===== src/rtl/ula_arbiter_pkg.sv =====
// Shared definitions for the ULA arbiter, the ULA and its clients.
// Holds FSM state encodings, requester ids and default widths.
package ula_arbiter_pkg;

  localparam int DEF_WIDTH = 4;
  localparam int DEF_OPW   = 3;

  // Latency counter width, wide enough for LAT-1 with LAT up to 4
  localparam int CNT_W = 2;

  localparam logic ID_A = 1'b0;
  localparam logic ID_B = 1'b1;

  typedef enum logic [1:0] {
    S_IDLE  = 2'd0,
    S_ISSUE = 2'd1,
    S_WAIT  = 2'd2,
    S_DONE  = 2'd3
  } state_t;

endpackage


===== src/rtl/ula_arbiter_rr_arb2.sv =====
// Two-way request arbiter for the shared ULA.
// Ports: req_a/req_b requests, last = id served last;
//   win_id = chosen id (valid when any), any = some request.
// ULA_ARB_PRIO_EN: A always wins ties, last is ignored;
//   otherwise round-robin against last.
module ula_arbiter_rr_arb2
  import ula_arbiter_pkg::*;
(
  input  logic req_a,
  input  logic req_b,
  input  logic last,
  output logic win_id,
  output logic any
);

  assign any = req_a | req_b;

`ifdef ULA_ARB_PRIO_EN
  logic unused_last;
  assign unused_last = last;

  always_comb begin
    win_id = ID_A;
    if (!req_a && req_b)
      win_id = ID_B;
  end
`else
  always_comb begin
    win_id = ID_A;
    if (req_a && req_b)
      win_id = ~last;
    else if (req_b)
      win_id = ID_B;
  end
`endif

endmodule


===== src/rtl/ula_arbiter.sv =====
// Shares one ULA between requesters A and B: arbitrate, latch
// the winner's operands, launch, wait LAT cycles, return result.
// Ports: clk, rst (async, active high); req/opa/opb/op per
//   requester; gnt_a/gnt_b grant pulses; alu_a/alu_b/alu_op/
//   alu_start toward the ULA; alu_res from the ULA; res,
//   res_valid, res_id, done_a/done_b toward the requesters.
// ULA_ARB_PRIO_EN: fixed priority (A wins ties), no pointer.
module ula_arbiter
  import ula_arbiter_pkg::*;
#(
  parameter int WIDTH = DEF_WIDTH,
  parameter int OPW   = DEF_OPW,
  parameter int LAT   = 1
) (
  input  logic             clk,
  input  logic             rst,
  input  logic             req_a,
  input  logic [WIDTH-1:0] opa_a,
  input  logic [WIDTH-1:0] opb_a,
  input  logic [OPW-1:0]   op_a,
  input  logic             req_b,
  input  logic [WIDTH-1:0] opa_b,
  input  logic [WIDTH-1:0] opb_b,
  input  logic [OPW-1:0]   op_b,
  output logic             gnt_a,
  output logic             gnt_b,
  output logic [WIDTH-1:0] alu_a,
  output logic [WIDTH-1:0] alu_b,
  output logic [OPW-1:0]   alu_op,
  output logic             alu_start,
  input  logic [WIDTH-1:0] alu_res,
  output logic [WIDTH-1:0] res,
  output logic             res_valid,
  output logic             res_id,
  output logic             done_a,
  output logic             done_b
);

  if (LAT < 1 || LAT > 4) begin : g_lat_bad
    $error("ula_arbiter: LAT must be in 1..4");
  end

  state_t           state;
  logic [CNT_W-1:0] cnt;
  logic             id;
  logic             win_id;
  logic             any;
  logic             arb_last;

`ifdef ULA_ARB_PRIO_EN
  assign arb_last = ID_B;
`else
  logic last;
  assign arb_last = last;
`endif

  ula_arbiter_rr_arb2 u_arb (
    .req_a  (req_a),
    .req_b  (req_b),
    .last   (arb_last),
    .win_id (win_id),
    .any    (any)
  );

  always_ff @(posedge clk or posedge rst) begin
    if (rst) begin
      state     <= S_IDLE;
      cnt       <= '0;
      id        <= ID_A;
      gnt_a     <= 1'b0;
      gnt_b     <= 1'b0;
      alu_a     <= '0;
      alu_b     <= '0;
      alu_op    <= '0;
      alu_start <= 1'b0;
      res       <= '0;
      res_valid <= 1'b0;
      res_id    <= 1'b0;
      done_a    <= 1'b0;
      done_b    <= 1'b0;
`ifndef ULA_ARB_PRIO_EN
      last      <= ID_B;
`endif
    end else begin
      // Pulses default low; each is set for exactly one state
      gnt_a     <= 1'b0;
      gnt_b     <= 1'b0;
      alu_start <= 1'b0;
      res_valid <= 1'b0;
      done_a    <= 1'b0;
      done_b    <= 1'b0;
      unique case (state)
        S_IDLE: begin
          if (any) begin
            id <= win_id;
            if (win_id == ID_B) begin
              alu_a  <= opa_b;
              alu_b  <= opb_b;
              alu_op <= op_b;
            end else begin
              alu_a  <= opa_a;
              alu_b  <= opb_a;
              alu_op <= op_a;
            end
            // Registered here so they are high during ISSUE
            alu_start <= 1'b1;
            gnt_a     <= (win_id == ID_A);
            gnt_b     <= (win_id == ID_B);
            state     <= S_ISSUE;
          end
        end
        S_ISSUE: begin
          cnt   <= CNT_W'(LAT - 1);
          state <= S_WAIT;
        end
        S_WAIT: begin
          if (cnt == '0) begin
            res       <= alu_res;
            res_valid <= 1'b1;
            res_id    <= id;
            done_a    <= (id == ID_A);
            done_b    <= (id == ID_B);
            state     <= S_DONE;
          end else begin
            cnt <= cnt - CNT_W'(1);
          end
        end
        S_DONE: begin
`ifndef ULA_ARB_PRIO_EN
          last <= id;
`endif
          state <= S_IDLE;
        end
        default: state <= S_IDLE;
      endcase
    end
  end

endmodule

===== config.mk =====
export PLATFORM = sky130hd
export DESIGN_NAME = ula_arbiter
export DESIGN_NICKNAME = d
export VERILOG_FILES = /design/src/rtl/ula_arbiter_pkg.sv /design/src/rtl/ula_arbiter_rr_arb2.sv /design/src/rtl/ula_arbiter.sv
export SDC_FILE = /design/constraint.sdc
export NUM_CORES = 1
export LEC_CHECK = 0
export BUFFER_PORTS_ARGS = -buffer_cell sky130_fd_sc_hd__buf_4
export CORE_ASPECT_RATIO = 0.9
export CORE_MARGIN = 8
export CORE_UTILIZATION = 42
export CTS_CLUSTER_SIZE = 30
export DETAILED_ROUTE_END_ITERATION = 8
export PLACE_DENSITY = 0.81
export SYNTH_ARGS = -nofsm -noshare
export SYNTH_HDL_FRONTEND = slang
export SYNTH_HIERARCHICAL = 1
export SYNTH_SLANG_ARGS = --single-unit

===== constraint.sdc =====
create_clock -name clk -period 1.3 [get_ports clk]
set_input_delay 0.13 -clock clk [delete_from_list [all_inputs] [get_ports clk]]
set_output_delay 0.13 -clock clk [all_outputs]
set_load 0.02 [all_outputs]

Word level (Yosys, flattened, before mapping)
Cells that the tools add are included.
{ "op_classes": {"add_sub_neg": 1, "eq_ne": 6, "mux": 22, "bitwise_logic": 4, "n_reduce_logical": 8} }
{ "op_table": {"columns": ["cell", "n"], "rows": [
  ["two-way mux 1 bit", 14],
  ["two-way mux 4 bit", 2],
  ["case mux 2 bit (4 select lines)", 1],
  ["AND reduction 2 bit", 4],
  ["two-way mux 2 bit", 3],
  ["inequality test 2 bit, second input constant", 3],
  ["== test 2 bit, second input constant", 2],
  ["logical NOT 2 bit", 2],
  ["case mux 2 bit (2 select lines)", 1],
  ["two-way mux 3 bit", 1],
  ["inverter 1 bit", 3],
  ["== test 2 x 1 -> 1 bit, second input constant", 1],
  ["nonzero test 2 bit", 1],
  ["subtractor 2 x 1 -> 2 bit, second input constant", 1],
  ["logical AND 1 bit", 1],
  ["bitwise OR 1 bit", 1]
]} }
{ "word_totals": {"reg_bits": 28, "inputBits": 30, "output_inout_bits": 22, "elab_cells": 56} }

Longest topological paths before layout
Gate-level depths: netlist of run 1.
{ "depth": {"word_depth": 5, "ltp_mapped": 7, "mapped_depth_nobuf": 5} }

Modules after synthesis
Netlist of run 1, hierarchy kept.
{ "modules_own_cells": {"columns": ["mod", "instances", "cells_per_inst", "area_each_um2", "seq_area_each_um2"], "rows": [
  ["ula_arbiter", 1, 101, 1233.7, 701.9],
  ["ula_arbiter_rr_arb2", 1, 2, 13.8, 0.0]
]} }

Worst setup path after synthesis of run 1
No wires, ideal clock.
{ "synth_path": {"path_type": "register -> register", "from": "reg state[0]", "to": "reg state[1]", "setup_ns": 0.125, "t_arrival_ns": 1.261, "t_required_ns": 1.175, "path_slack_ns": -0.086, "stages_incl_launch_ff": 6, "n_path_buf": 0, "synth_period_minus_slack_ns": 1.386, "path_cell_list": "dfrtp_1 inv_1 ha_1 nor2b_4 a21oi_2 mux2_4"} }
{ "synth_via": {"elab_chain_len": 3, "word_cells_on_any_way": 8, "classes_between": "eq/ne (5); mux (1); reduce/logical (2)"} }
{ "synth_rtl": {"columns": ["element", "line_no", "text"], "rows": [
  ["from (decl)", "ula_arbiter.sv:43", "state_t state;"],
  ["from (signal assigned)", "ula_arbiter.sv:67", "state <= S_IDLE;"],
  ["from (signal assigned)", "ula_arbiter.sv:109", "state <= S_ISSUE;"],
  ["from (signal assigned)", "ula_arbiter.sv:114", "state <= S_WAIT;"],
  ["== test 2 bit or logical NOT 2 bit (tied branches)", "ula_arbiter.sv:92", "unique case (state)"],
  ["inequality test 2 bit (no source line)", null, null],
  ["AND reduction 2 bit (no source line)", null, null]
]} }
Parallel ways exist; a longest one is shown, timed or not.
A chain may end at the register's enable or synchronous reset.

Final worst setup path of run 1
{ "layout_path": {"from": "reg state[1]", "to": "reg state[1]"} }
The elaborated chain is that of the path after synthesis.

==> impl_results.md, run 1 <==
* Peak fanout along the critical path at 5
* Initial Util at 0.447
* Die Height at 67.7 um
* Post-synthesis mux area share at 0.154
* Final Setup Violations at 8
* Initial drt markers at 25
* # port buffers at 51
* Synth Warn # at 6
* Area contributors post-synth: dfrtp_1 (54%), mux2i_1 (8.8%), mux2_2 (5.4%), ha_1 (5.0%), a21oi_1 (4.4%)
* Power share of the sequential group at 0.330
* Post-Syn Area at 1250 sq um
* Fin cells at approximately 210
* WS Path Type: reg2reg
* TritonCTS Buffers at 3
* CTS Buffer Depth at 2
* Simple-gate share of the synthesized area at 0.0812
* #FFs+latches synth at 28
* Global-route wire length before repair at between 5000 and 6000 um
* DIE AREA at 4970 sq um
* Fin. Hold Viols at 0
* CP peak stage delay at between 0.4 and 0.5 ns
* Max Cap Viol at 0
* Largest net degree at the start of global routing at 29
* Fin crit period at 1.34 ns
* DRT met1 WL at 1430 um
* Mean Syn Cell Area at 12.1 sq um
* Crit path DAT at 1.58 ns
* Met3 wire len at between 100 and 150 um
* CP required at about 1.6 ns
* CTS H-tree lvls at 1
* Synth top area share at 0.542
* Post-Synth XOR/XNOR Area at 0.00702
* Crit path capture type: flip-flop
* Post-DP HPWL at 2530 um
* Area delta synth->final at 62.2%
* Power density cells at 2270 nW/um^2
* FP Rows at 18
* Fin nets at 208
* Upper clock frequency limit at 747 MHz
* TritonCTS Sinks at 28
* Clock share of power at 0.094
* Die width at 73.4 um
* Initial antenna violation count at 0
* Met2 WL post-DR at 2050 um
* Final Skew at ~0.0025 ns
* Area share of fa/ha/maj cells after synthesis at 0.0502
* Unrepaired setup endpoints after global routing: yes
* Status: finished, violations left
* Hold Path Depth at 2
* Dpl cells at 198
* Number of diodes at 0
* Pin slew with the least headroom to its limit at 0.356 ns
* Final period util at 1.03
* Yosys cell types at 28
* Final WS setup at -0.0385 ns
* Area leader, netlist: dfrtp_1
* Violated checks: negative setup slack
* Routed via count at between 1000 and 1500
* IO Count at 52
* Core area at 2790 sq um
* Worst Hold Class: in2reg
* Comb pwr share at 0.576
* CTS Root Cell: clkbuf_4
* Worst R2R Path Depth at 4
* Routability Congestion at approximately 0.8
* Cells after Synth at 103
* Number of global-route vias before repair at ~1100
* Worst slack, placed at -0.0739 ns
* Worst Hold Margin at 0.0224 ns
* # DRC at 0
* Sequential area share after synthesis at 0.563
* Sw Ratio at 0.394
* Largest family of logic cells by synthesized area: multiplexers
* Final Max Slew Viols at 0
* Layout cells sized above 1 at 0.622
* CP Launch Type: flip-flop
* Switching pwr at 0.00181 W
* Clock transition at the registers of the reported paths at 0.14 ns
* Routed wire length per instance at between 15 and 20 um
* Int Pwr at between 0.002 and 0.003 W
* Total grt overflow at 0
* Gr usage total at 0.148
* IR Drop Worst-Case VDD at 0.000908 V
* Worst skew pair latency at about 0.34 ns
* Compound-Gate Fraction of Synth Area at 0.0893
* Top sig layer: met4
* CP cell instances: ha_4, nor2b_4, a21oi_4, mux2_4
* First-pass iteration count of the detailed router at 3
* Static Leak at 0.972 nW
* Critical-path top delay cell: dfrtp_1
* CTS tree: built
* Synth Net Count at 138
* Most frequent cells in the layout: buf_4 (61), dfrtp_1 (27), mux2i_1 (10)
* Antenna Nets Post-Route at 0
* Max_slew headroom at 0.763
* Total wire length at approximately 3700 um
* Most common cell after layout, fill and taps aside: buf_4
* Number of vias per cell at ~4.8
-- layout make-up --
cell class	instances	area, sq um
flip-flops and latches	28	702
well taps	40	50.0
multi-input cells	62	603
inverters	8	30.0
repair buffers	70	602
fillers	204	769
clock buffers	4	36.3
-- kinds of logic after synthesis --
family                     Yosys count
AOI/OAI and AO/OA                   18
adders and majority gates            5
muxes                               18
DFF                                 28
xor gates and xnor gates             1
and+or+nand+nor                     20
buffers and inverters               13
-- cell usage after synthesis (all sizes together) --
master	count
a22o	1
inv	8
a21oi	12
and2	1
a21boi	1
o21ai	1
a21o	1
ha	5
nor2b	2
mux2	7
nand2	2
mux2i	11
o31ai	1
xnor2	1
dfrtp	27
o22a	1
nor2	12
dfstp	1
or2	1
and3	2
buf	5
-- power groups by stage --
stage	clock, W	sequential [W]	combinational [W]
final	0.000432	0.00152	0.00265
after global routing	0.000478	0.00156	0.00282
after CTS	0.000445	0.00148	0.00240
after detailed placement	0	0.00148	0.00214
after global placement	0	0.00146	0.00206
after floorplan	0	0.00185	0.000876
-- what timing repair did --
item / in CTS / in global routing
hold buffers: 1 / 3
buffers inserted: 2 / 2
cloned: 1 / 1
pin swaps: 0 / 2
gates resized for setup: 12 / 18
endpoints found under the hold margin: 27 / 3
endpoints found under the setup margin: 18 / 19
-- through the flow --
step	total power (W)	util	area (sq um)	setup TNS, ns
global placement	0.00351	0.625	1750	-0.000840
CTS	0.00432	0.673	1880	-0.0630
detailed placement	0.00363	0.625	1750	-0.215
floorplan	0.00273	-	1260	-0.0430
global route	0.00486	0.724	2020	-1.01
finish	0.00460	0.724	2020	-0.103
-- path summary, 6_finish.rpt --
| kind | slack [ns] | endpoint | from |
|---|---|---|---|
| min reg2reg | 0.52 | done_a$_DFF_PP0_ | id$_DFFE_PP0P_ |
| max | -0.04 | state[1]$_DFFE_PP0P_ | state[1]$_DFFE_PP0P_ |
| max in group asynchronous | 0.61 | arb_last$_DFFE_PP1N_ | rst |
| min | 0.02 | res[0]$_DFFE_PP0P_ | alu_res[0] |
| min in group asynchronous | 0.38 | alu_op[1]$_DFFE_PP0P_ | rst |
| max reg2reg | -0.04 | state[1]$_DFFE_PP0P_ | state[1]$_DFFE_PP0P_ |
-- critical path: cells and delay by family, from the launching register on --
family	cells	cell delay, ns
flip-flops	1	0.46
AND/OR/NAND/NOR	1	0.14
multiplexers	1	0.31
AO/OA/AOI/OAI	1	0.14
adder cells (fa/ha/maj)	1	0.21
-- flip-flops by register name, indices dropped and copies added, names as in the netlist, 2 cells and up --
register,count
res,4
alu_a,4
alu_b,4
alu_op,3
cnt,2
state,2
-- layer usage --
layer,up-vias,track usage
met1,506,0.161
met5,-,0
li1,481,-
met3,5,0.0281
met4,0,0.0821
met2,25,0.269
(Power assumes the default switching activity.)
==> inputs of run 2 (changes only) <==
Settings changed: PLACE_DENSITY 0.81 to 0.74.
==> impl_results.md, run 2 (same netlist as run 1, synthesis figures left out) <==
* Fin nets at 205 (-1.4%)
* Worst R2R Start: state[0]$_DFFE_PP0P_
* Worst slack, placed at -0.0538 ns (+0.0202 ns)
* # DRC at 0 (unchanged)
* Clock transition at the registers of the reported paths at 0.15 ns (about the same)
* Number of global-route vias before repair at 1050 (-2.1%)
* Fin crit period at 1.33 ns (-0.00907 ns)
* IR Drop Worst-Case VDD at 0.00106 V (+17%)
* Buffers & Inverters on Critical Path at 1 (+1)
* Initial drt markers at 21 (-16%)
* Power density cells at 2250 nW/um^2 (-1.2%)
* Max_slew headroom at 0.766 (+0.00340)
* Hold path startpoint: alu_res[1]
* Final Max Slew Viols at 0 (unchanged)
* Routed wire length per instance at 14.7 um (-16%)
* R2r setup slk at -0.03 ns (about the same)
* Upper clock frequency limit at 752 MHz (+0.68%)
* CP peak stage delay at 0.39 ns (-0.07 ns)
* CP delay by family, top: flip-flops
* Final period util at 1.02 (-0.00697)
* First-pass iteration count of the detailed router at 4 (+1)
* TritonCTS Buffers at 3 (unchanged)
* Initial antenna violation count at 0 (unchanged)
* Design Area, Final at 1870 sq um (-7.6%)
* Routability Congestion at 0.820 (+0.79%)
* Most common cell after layout, fill and taps aside: buf_4
* Routed via count at 985 (-3.1%)
* Comb pwr share at 0.514 (-0.062)
* CTS Buffer Depth at 2 (unchanged)
* CP required at 1.53 ns (-0.02 ns)
* FP Rows at 18 (unchanged)
* CTS Root Cell: clkbuf_4
* Power share of the sequential group at 0.352 (+0.022)
* Largest net degree at the start of global routing at 17 (-41%)
* Die width at 73.4 um (unchanged)
* Gr usage total at 0.130 (-0.0181)
* Number of diodes at 0 (unchanged)
* Status: finished, violations left
* Worst R2R Path Depth at 5 (+1)
* Area delta synth->final at 49.8%
* CTS H-tree lvls at 1 (unchanged)
* Placement Cell Area at 1750 sq um (+0.29%)
* Final Skew at 0.0114 ns (+0.00889 ns)
* Final WS setup at -0.0294 ns (+0.00907 ns)
* Die Height at 67.7 um (unchanged)
* Fin. Hold Viols at 0 (unchanged)
* Pin slew with the least headroom to its limit at 0.350 ns (-0.00549 ns)
* Largest regs: alu_a (4), alu_b (4), res (4)
* Layout cells sized above 1 at 0.521 (-0.101)
* WS Path Type: reg2reg
* Crit path capture type: flip-flop
* DIE AREA at 4970 sq um (unchanged)
* Peak fanout along the critical path at 4 (-1)
* Total grt overflow at 0 (unchanged)
* Critical-path top delay cell: dfrtp_1
* Crit path DAT at 1.56 ns (-0.02 ns)
* Hold Path Depth at 2 (unchanged)
* Worst Hold Margin at 0.0184 ns (-0.00407 ns)
* Post-DP HPWL at 2470 um (-2.0%)
* Max Cap Viol at 0 (unchanged)
* Unrepaired setup endpoints after global routing: yes
* Clock share of power at 0.134 (+0.040)
* TritonCTS Sinks at 28 (unchanged)
* Static Leak at 0.937 nW (-3.6%)
* Int Pwr at 0.00265 W (-5.1%)
* R2r endpoint: state[1]$_DFFE_PP0P_
* Total wire length at 3070 um (-17%)
* CP Launch Type: flip-flop
* Initial Util at 0.447 (unchanged)
* # port buffers at 51 (unchanged)
* Total power at 0.00420 W (-8.7%)
* CP cell instances: inv_2, ha_4, nor2b_4, a21oi_2, mux2_4
* Post-CTS setup buffer count at 0 (-2)
* Number of vias per cell at 4.71 (-1.8%)
* Most frequent cells in the layout: buf_4 (63), dfrtp_1 (27), nor2_1 (12)
* Hold EP: res[1]$_DFFE_PP0P_
* Sw Ratio at 0.370 (-0.0236)
* Core area at 2790 sq um (unchanged)
* Worst Hold Class: in2reg
* Worst skew pair latency at 0.34 ns (about the same)
* CTS tree: built
* Switching pwr at 0.00155 W (-14%)
* Global-route wire length before repair at 5010 um (-9.6%)
* Final Setup Violations at 1 (-7)
* Antenna Nets Post-Route at 0 (unchanged)
* Violated checks: negative setup slack
* IO Count at 52 (unchanged)
-- run 2: cell types whose count changed in the layout (fill, tap and decap cells not counted), sizes merged --
cell | before | now
clkbuf | 5 | 3
dlygate4sd3 | 4 | 3
bufinv | 0 | 1
buf | 65 | 64
-- run 2: worst max path at each step --
stage / from / to / depth (start not counted)
floorplan: state[0]$_DFFE_PP0P_ / state[1]$_DFFE_PP0P_ / 5
global placement: cnt[0]$_DFFE_PP0P_ / state[1]$_DFFE_PP0P_ / 5
detailed placement: cnt[0]$_DFFE_PP0P_ / state[1]$_DFFE_PP0P_ / 5
CTS: state[1]$_DFFE_PP0P_ / state[1]$_DFFE_PP0P_ / 4
global route: state[0]$_DFFE_PP0P_ / state[1]$_DFFE_PP0P_ / 5
finish: state[0]$_DFFE_PP0P_ / state[1]$_DFFE_PP0P_ / 5
-- run 2: cell type report --
type                    count  area, sq um
clock buffers               3         22.5
multi-input cells          62          520
well taps                  40         50.0
fillers                   228          923
flip-flops and latches     28          702
repair buffers             67          514
inverters                   8         30.0
clock inverters             1         30.0
-- run 2: through the flow --
step                      setup TNS [ns]  cells   util
final                            -0.0294    209  0.669
after global routing              -0.472    209  0.669
after CTS                        -0.0115    207  0.662
after detailed placement         -0.0875    202  0.627
after global placement          -0.00333    202  0.627
after floorplan                  -0.0430    103      -
-- run 2: timing repair --
| action | CTS | global route |
|---|---|---|
| gates resized for setup | 6 | 1 |
| pin swaps | 1 | 0 |
| hold endpoints to repair | 8 | 2 |
| cloned | 0 | 0 |
| endpoints found under the setup margin | 6 | 15 |
| hold buffers | 1 | 2 |
-- run 2: power by group through the flow --
stage                     registers (W)  clock network, W  logic [W]
after floorplan                 0.00185                 0   0.000876
after global placement          0.00146                 0    0.00204
after detailed placement        0.00149                 0    0.00210
after CTS                       0.00148          0.000572    0.00217
after global routing            0.00153          0.000606    0.00234
final                           0.00148          0.000564    0.00216
-- run 2: routing by layer --
| layer | share of wire | global-route usage | vias up |
|---|---|---|---|
| met3 | 0.061 | 0.0340 | 7 |
| li1 | - | - | 473 |
| met4 | 0.021 | 0.0547 | 0 |
| met5 | 0 | 0 | - |
| met2 | 0.50 | 0.232 | 33 |
| met1 | 0.41 | 0.145 | 472 |
-- run 2: worst reg2reg max path, delay by kind of cell (launching register included) --
kind                     cells  cell delay (ns)
multiplexers                 1             0.31
AND/OR/NAND/NOR              1             0.13
adder cells (fa/ha/maj)      1             0.17
AO/OA/AOI/OAI                1             0.14
flip-flops                   1             0.39
buffers and inverters        1             0.08
